**src/rtl/quad_decoder_if.sv**
```systemverilog
// Encoder pins, control strobes and decoded outputs of quad_decoder.
// master drives pins/strobes and observes results; slave is the decoder.
interface quad_decoder_if #(
    parameter int WIDTH = 6
);
    logic             a_in;
    logic             b_in;
    logic             clr;
    logic             err_clr;
    logic             step;
    logic             down;
    logic [WIDTH-1:0] cnt;
    logic             err;

    modport master (
        output a_in, b_in, clr, err_clr,
        input  step, down, cnt, err
    );

    modport slave (
        input  a_in, b_in, clr, err_clr,
        output step, down, cnt, err
    );
endinterface

```
**src/rtl/quad_decoder.sv**
```systemverilog
// Quadrature A/B decoder with synchroniser, glitch filter and wrapping position counter.
// Latency SYNC_STAGES+FILT_LEN edges from input level to step/cnt; no backpressure, pins free-run.
module quad_decoder #(
    parameter int WIDTH       = 6,
    parameter int SYNC_STAGES = 2,
    parameter int FILT_LEN    = 3
) (
    input  logic           clk50m,
    input  logic           rst_n,
    quad_decoder_if.slave  bus
);
    localparam int RW = $clog2(FILT_LEN + 1);

    localparam logic [1:0] S00 = 2'b00;
    localparam logic [1:0] S10 = 2'b10;
    localparam logic [1:0] S11 = 2'b11;
    localparam logic [1:0] S01 = 2'b01;

    logic [SYNC_STAGES-1:0] a_sync_q, b_sync_q, fill_q;
    logic [1:0]             s;
    logic                   s_vld;

    logic [1:0]    cand_q, cand_d;
    logic [RW-1:0] run_q, run_d;
    logic [1:0]    f_q, f_d;
    logic          f_vld_q, f_vld_d;

    logic [1:0]       state_q, state_d;
    logic             init_q, init_d;
    logic             step_q, step_d;
    logic             down_q, down_d;
    logic [WIDTH-1:0] cnt_q, cnt_d;
    logic             err_q, err_d;

    function automatic logic [1:0] up_next(input logic [1:0] st);
        case (st)
            S00:     return S10;
            S10:     return S11;
            S11:     return S01;
            default: return S00;
        endcase
    endfunction

    function automatic logic [1:0] dn_next(input logic [1:0] st);
        case (st)
            S00:     return S01;
            S01:     return S11;
            S11:     return S10;
            default: return S00;
        endcase
    endfunction

    // fill_q marks when the synchroniser holds real samples rather than reset zeros,
    // so the filter never accepts a level that was not actually seen on the pins.
    always_ff @(posedge clk50m or negedge rst_n) begin
        if (!rst_n) begin
            a_sync_q <= '0;
            b_sync_q <= '0;
            fill_q   <= '0;
        end else begin
            a_sync_q <= {a_sync_q[SYNC_STAGES-2:0], bus.a_in};
            b_sync_q <= {b_sync_q[SYNC_STAGES-2:0], bus.b_in};
            fill_q   <= {fill_q[SYNC_STAGES-2:0], 1'b1};
        end
    end

    assign s     = {a_sync_q[SYNC_STAGES-1], b_sync_q[SYNC_STAGES-1]};
    assign s_vld = fill_q[SYNC_STAGES-1];

    always_comb begin
        cand_d  = cand_q;
        run_d   = run_q;
        f_d     = f_q;
        f_vld_d = f_vld_q;
        if (s_vld) begin
            if ((s != cand_q) || (run_q == '0)) begin
                cand_d = s;
                run_d  = RW'(1);
            end else if (run_q != RW'(FILT_LEN)) begin
                run_d = run_q + RW'(1);
            end
            if (run_d == RW'(FILT_LEN)) begin
                f_d     = s;
                f_vld_d = 1'b1;
            end
        end
    end

    always_comb begin
        state_d = state_q;
        init_d  = init_q;
        step_d  = 1'b0;
        down_d  = down_q;
        cnt_d   = cnt_q;
        err_d   = err_q & ~bus.err_clr;
        if (f_vld_q) begin
            if (init_q) begin
                state_d = f_q;
                init_d  = 1'b0;
            end else if (f_q != state_q) begin
                state_d = f_q;
                if (f_q == up_next(state_q)) begin
                    step_d = 1'b1;
                    down_d = 1'b0;
                    cnt_d  = cnt_q + WIDTH'(1);
                end else if (f_q == dn_next(state_q)) begin
                    step_d = 1'b1;
                    down_d = 1'b1;
                    cnt_d  = cnt_q - WIDTH'(1);
                end else begin
                    err_d = 1'b1;
                end
            end
        end
        if (bus.clr) begin
            cnt_d = '0;
        end
    end

    always_ff @(posedge clk50m or negedge rst_n) begin
        if (!rst_n) begin
            cand_q  <= 2'b00;
            run_q   <= '0;
            f_q     <= 2'b00;
            f_vld_q <= 1'b0;
            state_q <= S00;
            init_q  <= 1'b1;
            step_q  <= 1'b0;
            down_q  <= 1'b0;
            cnt_q   <= '0;
            err_q   <= 1'b0;
        end else begin
            cand_q  <= cand_d;
            run_q   <= run_d;
            f_q     <= f_d;
            f_vld_q <= f_vld_d;
            state_q <= state_d;
            init_q  <= init_d;
            step_q  <= step_d;
            down_q  <= down_d;
            cnt_q   <= cnt_d;
            err_q   <= err_d;
        end
    end

    assign bus.step = step_q;
    assign bus.down = down_q;
    assign bus.cnt  = cnt_q;
    assign bus.err  = err_q;
endmodule

```
**src/flat_wrapper.sv**
```systemverilog
// flat-port wrapper written by rule: the top's interface ports become plain ports
module quad_decoder_flat 
#(
    parameter int WIDTH       = 6,
    parameter int SYNC_STAGES = 2,
    parameter int FILT_LEN    = 3
)
  (clk50m, rst_n, bus_a_in, bus_b_in, bus_clr, bus_err_clr, bus_step, bus_down, bus_cnt, bus_err);
  quad_decoder_if #(.WIDTH(WIDTH)) bus_i ();
  input  logic clk50m;
  input  logic rst_n;
  input wire logic [$bits(bus_i.a_in)-1:0] bus_a_in;
  input wire logic [$bits(bus_i.b_in)-1:0] bus_b_in;
  input wire logic [$bits(bus_i.clr)-1:0] bus_clr;
  input wire logic [$bits(bus_i.err_clr)-1:0] bus_err_clr;
  output wire logic [$bits(bus_i.step)-1:0] bus_step;
  output wire logic [$bits(bus_i.down)-1:0] bus_down;
  output wire logic [$bits(bus_i.cnt)-1:0] bus_cnt;
  output wire logic [$bits(bus_i.err)-1:0] bus_err;
  assign bus_i.a_in = bus_a_in;
  assign bus_i.b_in = bus_b_in;
  assign bus_i.clr = bus_clr;
  assign bus_i.err_clr = bus_err_clr;
  assign bus_step = bus_i.step;
  assign bus_down = bus_i.down;
  assign bus_cnt = bus_i.cnt;
  assign bus_err = bus_i.err;
  quad_decoder #(.WIDTH(WIDTH), .SYNC_STAGES(SYNC_STAGES), .FILT_LEN(FILT_LEN)) u_core (.clk50m(clk50m), .rst_n(rst_n), .bus(bus_i));
endmodule
```
**config.mk**
```make
export PLATFORM = sky130hd
export DESIGN_NAME = quad_decoder_flat
export DESIGN_NICKNAME = d
export VERILOG_FILES = /design/src/rtl/quad_decoder_if.sv /design/src/rtl/quad_decoder.sv /design/src/flat_wrapper.sv
export SDC_FILE = /design/constraint.sdc
export NUM_CORES = 1
export LEC_CHECK = 0
export ABC_CLOCK_PERIOD_IN_PS = 4900
export CAP_MARGIN = 20
export CORE_AREA = 10 10 63 65
export CTS_CLUSTER_SIZE = 10
export DETAILED_ROUTE_END_ITERATION = 7
export DIE_AREA = 0 0 73 75
export HOLD_SLACK_MARGIN = 0.06
export MAX_ROUTING_LAYER = met4
export PLACE_DENSITY = 0.63
export SETUP_SLACK_MARGIN = 0.15
export SYNTH_ARGS = -nofsm -noshare
export SYNTH_HDL_FRONTEND = slang
export SYNTH_SLANG_ARGS = --single-unit
```
**constraint.sdc**
```tcl
create_clock -name clk50m -period 4.9 [get_ports clk50m]
set_input_delay 0.49 -clock clk50m [delete_from_list [all_inputs] [get_ports clk50m]]
set_output_delay 0.49 -clock clk50m [all_outputs]
set_load 0.02 [all_outputs]
```
==> impl_metrics.env <==
export IMPL_synth_cells=104
export IMPL_overflow=0
export IMPL_synth_area_leaders="dfrtp_1, mux2_1, xnor2_1, ha_1, nand2_1"
export IMPL_yosysSeqAreaShare_pct=53.2
export IMPL_antenna_left=0
export IMPL_clock_latency_ns=0.31
export IMPL_max_freq_mhz=424
export IMPL_dieArea_mm2=0.00548
export IMPL_worst_endpoint_required_ns=5.10
export IMPL_die_x_um=73
export IMPL_rsz0062_at_grt="no"
export IMPL_cts_sinks=25
export IMPL_hpwl_mm=1.64
export IMPL_crit_fanout=9
export IMPL_finalMaxSlewViolations=0
export IMPL_vias=820
export IMPL_postCtsSetupRepairBufs=0
export IMPL_seq_area_um2=627
export IMPL_multi_input_area_um2=533
export IMPL_wirelength_mm=2.11
export IMPL_cts_root_buf="clkbuf_4"
export IMPL_core_area_mm2=0.00271
export IMPL_nFillCells=262
export IMPL_synth_edf_count=0
export IMPL_start_kind="flip-flop"
export IMPL_synth_top_cell_by_area="dfrtp_1"
export IMPL_synthesis_area_mm2=0.00118
export IMPL_holdBufCountCts=0
export IMPL_path_class="reg -> reg"
export IMPL_tritoncts="yes"
export IMPL_grt_pass1_vias=813
export IMPL_path_clk_slew_ns=0.14
export IMPL_cts_max_path_buffers=2
export IMPL_grt_total_usage_pct=8.66
export IMPL_period_share_pct=48.2
export IMPL_ios=15
export IMPL_synth_fp_nets=114
export IMPL_nNetsFinal=133
export IMPL_ys_ff_latch=25
export IMPL_crit_chain="xnor2_1 -> nand2_1 -> ha_1 -> o21ai_1 -> a221oi_1 -> nor3b_1 -> a41oi_1 -> nand4_1"
export IMPL_end_kind="flip-flop"
export IMPL_cpLargestDelayFamily="compound AO/OA/AOI/OAI gates"
export IMPL_syn2layout_area_growth_pct=19.6
export IMPL_status="finished, final reports clean"
export IMPL_crit_cells=8
export IMPL_grt_antenna_before_repair=0
export IMPL_final_area_mm2=0.00141
export IMPL_cp_slowest_cell="dfrtp_1"
export IMPL_grt_max_degree=20
export IMPL_h_tree_depth=1
export IMPL_irDropWorstVdd_uv=381
export IMPL_arrival_ns=2.56
export IMPL_synth_cell_types=36
export IMPL_ctsResizeCount=0
export IMPL_reg2reg_depth=8
export IMPL_final_setup_tns_ns=0
export IMPL_floorplan_initialDensity_pct=43.4
export IMPL_min_period_ns=2.36
export IMPL_syn_avg_cell_area_um2=11.3
export IMPL_hold_path_class="reg -> reg"
export IMPL_gp_congestion=0.900
export IMPL_drc=0
export IMPL_synth_warnings=0
export IMPL_first_iter_violations=45
export IMPL_path_buf_inv=0
export IMPL_numPortBuffers=14
export IMPL_max_cap_viol_count=0
export IMPL_yosysMostFrequentCell="dfrtp_1"
export IMPL_wl_per_cell_um=13.8
export IMPL_post_drt_via_cell_ratio=5.36
export IMPL_yosys_area_top_type_share_pct=51.0
export IMPL_power_leakage_nw=0.588
export IMPL_die_h_um=75
export IMPL_slowest_delay_ns=0.44
export IMPL_dpl_cell_area_mm2=0.00138
export IMPL_synth_async_reset_ratio_pct=100
export IMPL_yosys_top_cells_count="dfrtp_1, nand2_1, nor2_1, mux2_1, xnor2_1"
export IMPL_placementRows=19
export IMPL_ys_flop_type="dfrtp_1"
export IMPL_cts_buffers=3
export IMPL_diodes=0
export IMPL_power_mw=0.964
export IMPL_power_density_mw_per_mm2=685
export IMPL_finalClockSkew_ns=0.00610
export IMPL_hold_depth=0
export IMPL_setup_violations_final=0
export IMPL_hold_viol_final=0
export IMPL_drive_gt1_share_pct=8.20
export IMPL_grt_pass1_wl_mm=3.71
export IMPL_dr_pass1_iters=4
-- registers in the layout (all words and copies together) (netlist names), 2 cells and up --
register,count
u_core.fill_q,2
u_core.cand_q,2
u_core.a_sync_q,2
u_core.state_q,2
u_core.bus.cnt,6
u_core.b_sync_q,2
u_core.f_q,2
u_core.run_q,2
-- per-layer routing --
metal	routed length (um)	up-vias	share of wire (%)	GRT usage, %
li1	-	412	-	-
met1	938	393	45	9.78
met2	1020	13	48	13.8
met3	129	2	6.1	3.02
met4	17	0	0.81	3.38
met5	0	-	0	-
-- where the power goes --
part	internal, mW	leakage, nW	total, mW	switching, mW
registers	0.263	0.304	0.314	0.0518
logic	0.239	0.266	0.560	0.321
clock network	0.0305	0.0177	0.0899	0.0595
total	0.532	0.588	0.964	0.432
-- area by class of cell --
type                    count  area share, %
inverters                   3          0.978
repair buffers             15           11.9
clock inverters             1          0.356
well taps                  31           2.76
multi-input cells          75           37.9
flip-flops and latches     25           44.5
clock buffers               3           1.60
-- per-stage QoR --
step           setup WS [ns]  util (%)  hold WS (ns)  std cells
6_report                2.54      51.9         0.366        153
5_1_grt                 2.30      51.9         0.375        153
4_1_cts                 2.56      51.9         0.371        153
3_5_place_dp            2.57      50.9         0.336        149
3_3_place_gp            2.65      49.9         0.335        148
2_1_floorplan           2.81         -         0.194        104
-- cells in the final DEF (no fill, tap or decap), types with 2 or more instances in the layout --
| master | count |
|---|---|
| a21oi_1 | 3 |
| nand4_1 | 3 |
| dfrtp_1 | 24 |
| nand4b_1 | 2 |
| clkdlybuf4s50_1 | 14 |
| nand3b_1 | 3 |
| nand2_1 | 10 |
| xor2_1 | 3 |
| xnor2_1 | 6 |
| nor2_1 | 8 |
| mux2_1 | 6 |
| inv_1 | 2 |
| o21ai_1 | 2 |
| nor2b_1 | 3 |
| nand2b_1 | 3 |
| clkbuf_4 | 3 |
| o22a_1 | 2 |
| ha_1 | 4 |
-- cells by family (layout without fill, tap and decap cells) --
group                      count (synthesis)  count (layout)  share of synthesized area [%]
other                                      1               1                          0.319
adders and majority gates                  4               4                           4.25
DFF                                       25              25                           53.2
xor gates and xnor gates                   9               9                           6.70
and+or+nand+nor                           37              37                           16.6
muxes                                      6               6                           5.74
AOI/OAI and AO/OA                         18              18                           11.7
buffers and inverters                      4              22                           1.49
-- worst paths after layout --
check	start	to	slack [ns]
worst max-delay path	u_core.f_q[0]$_DFFE_PN0P_	u_core.bus.cnt[5]$_DFFE_PN0P_	2.54
worst min-delay path	u_core.fill_q[0]$_DFF_PN0_	u_core.fill_q[1]$_DFF_PN0_	0.37
worst max register to register	u_core.f_q[0]$_DFFE_PN0P_	u_core.bus.cnt[5]$_DFFE_PN0P_	2.54
worst min register to register	u_core.fill_q[0]$_DFF_PN0_	u_core.fill_q[1]$_DFF_PN0_	0.37
max in group asynchronous	rst_n	u_core.f_q[0]$_DFFE_PN0P_	3.98
min in group asynchronous	rst_n	u_core.bus.cnt[4]$_DFFE_PN0P_	0.47
Power figures use the tool's default switching activity.
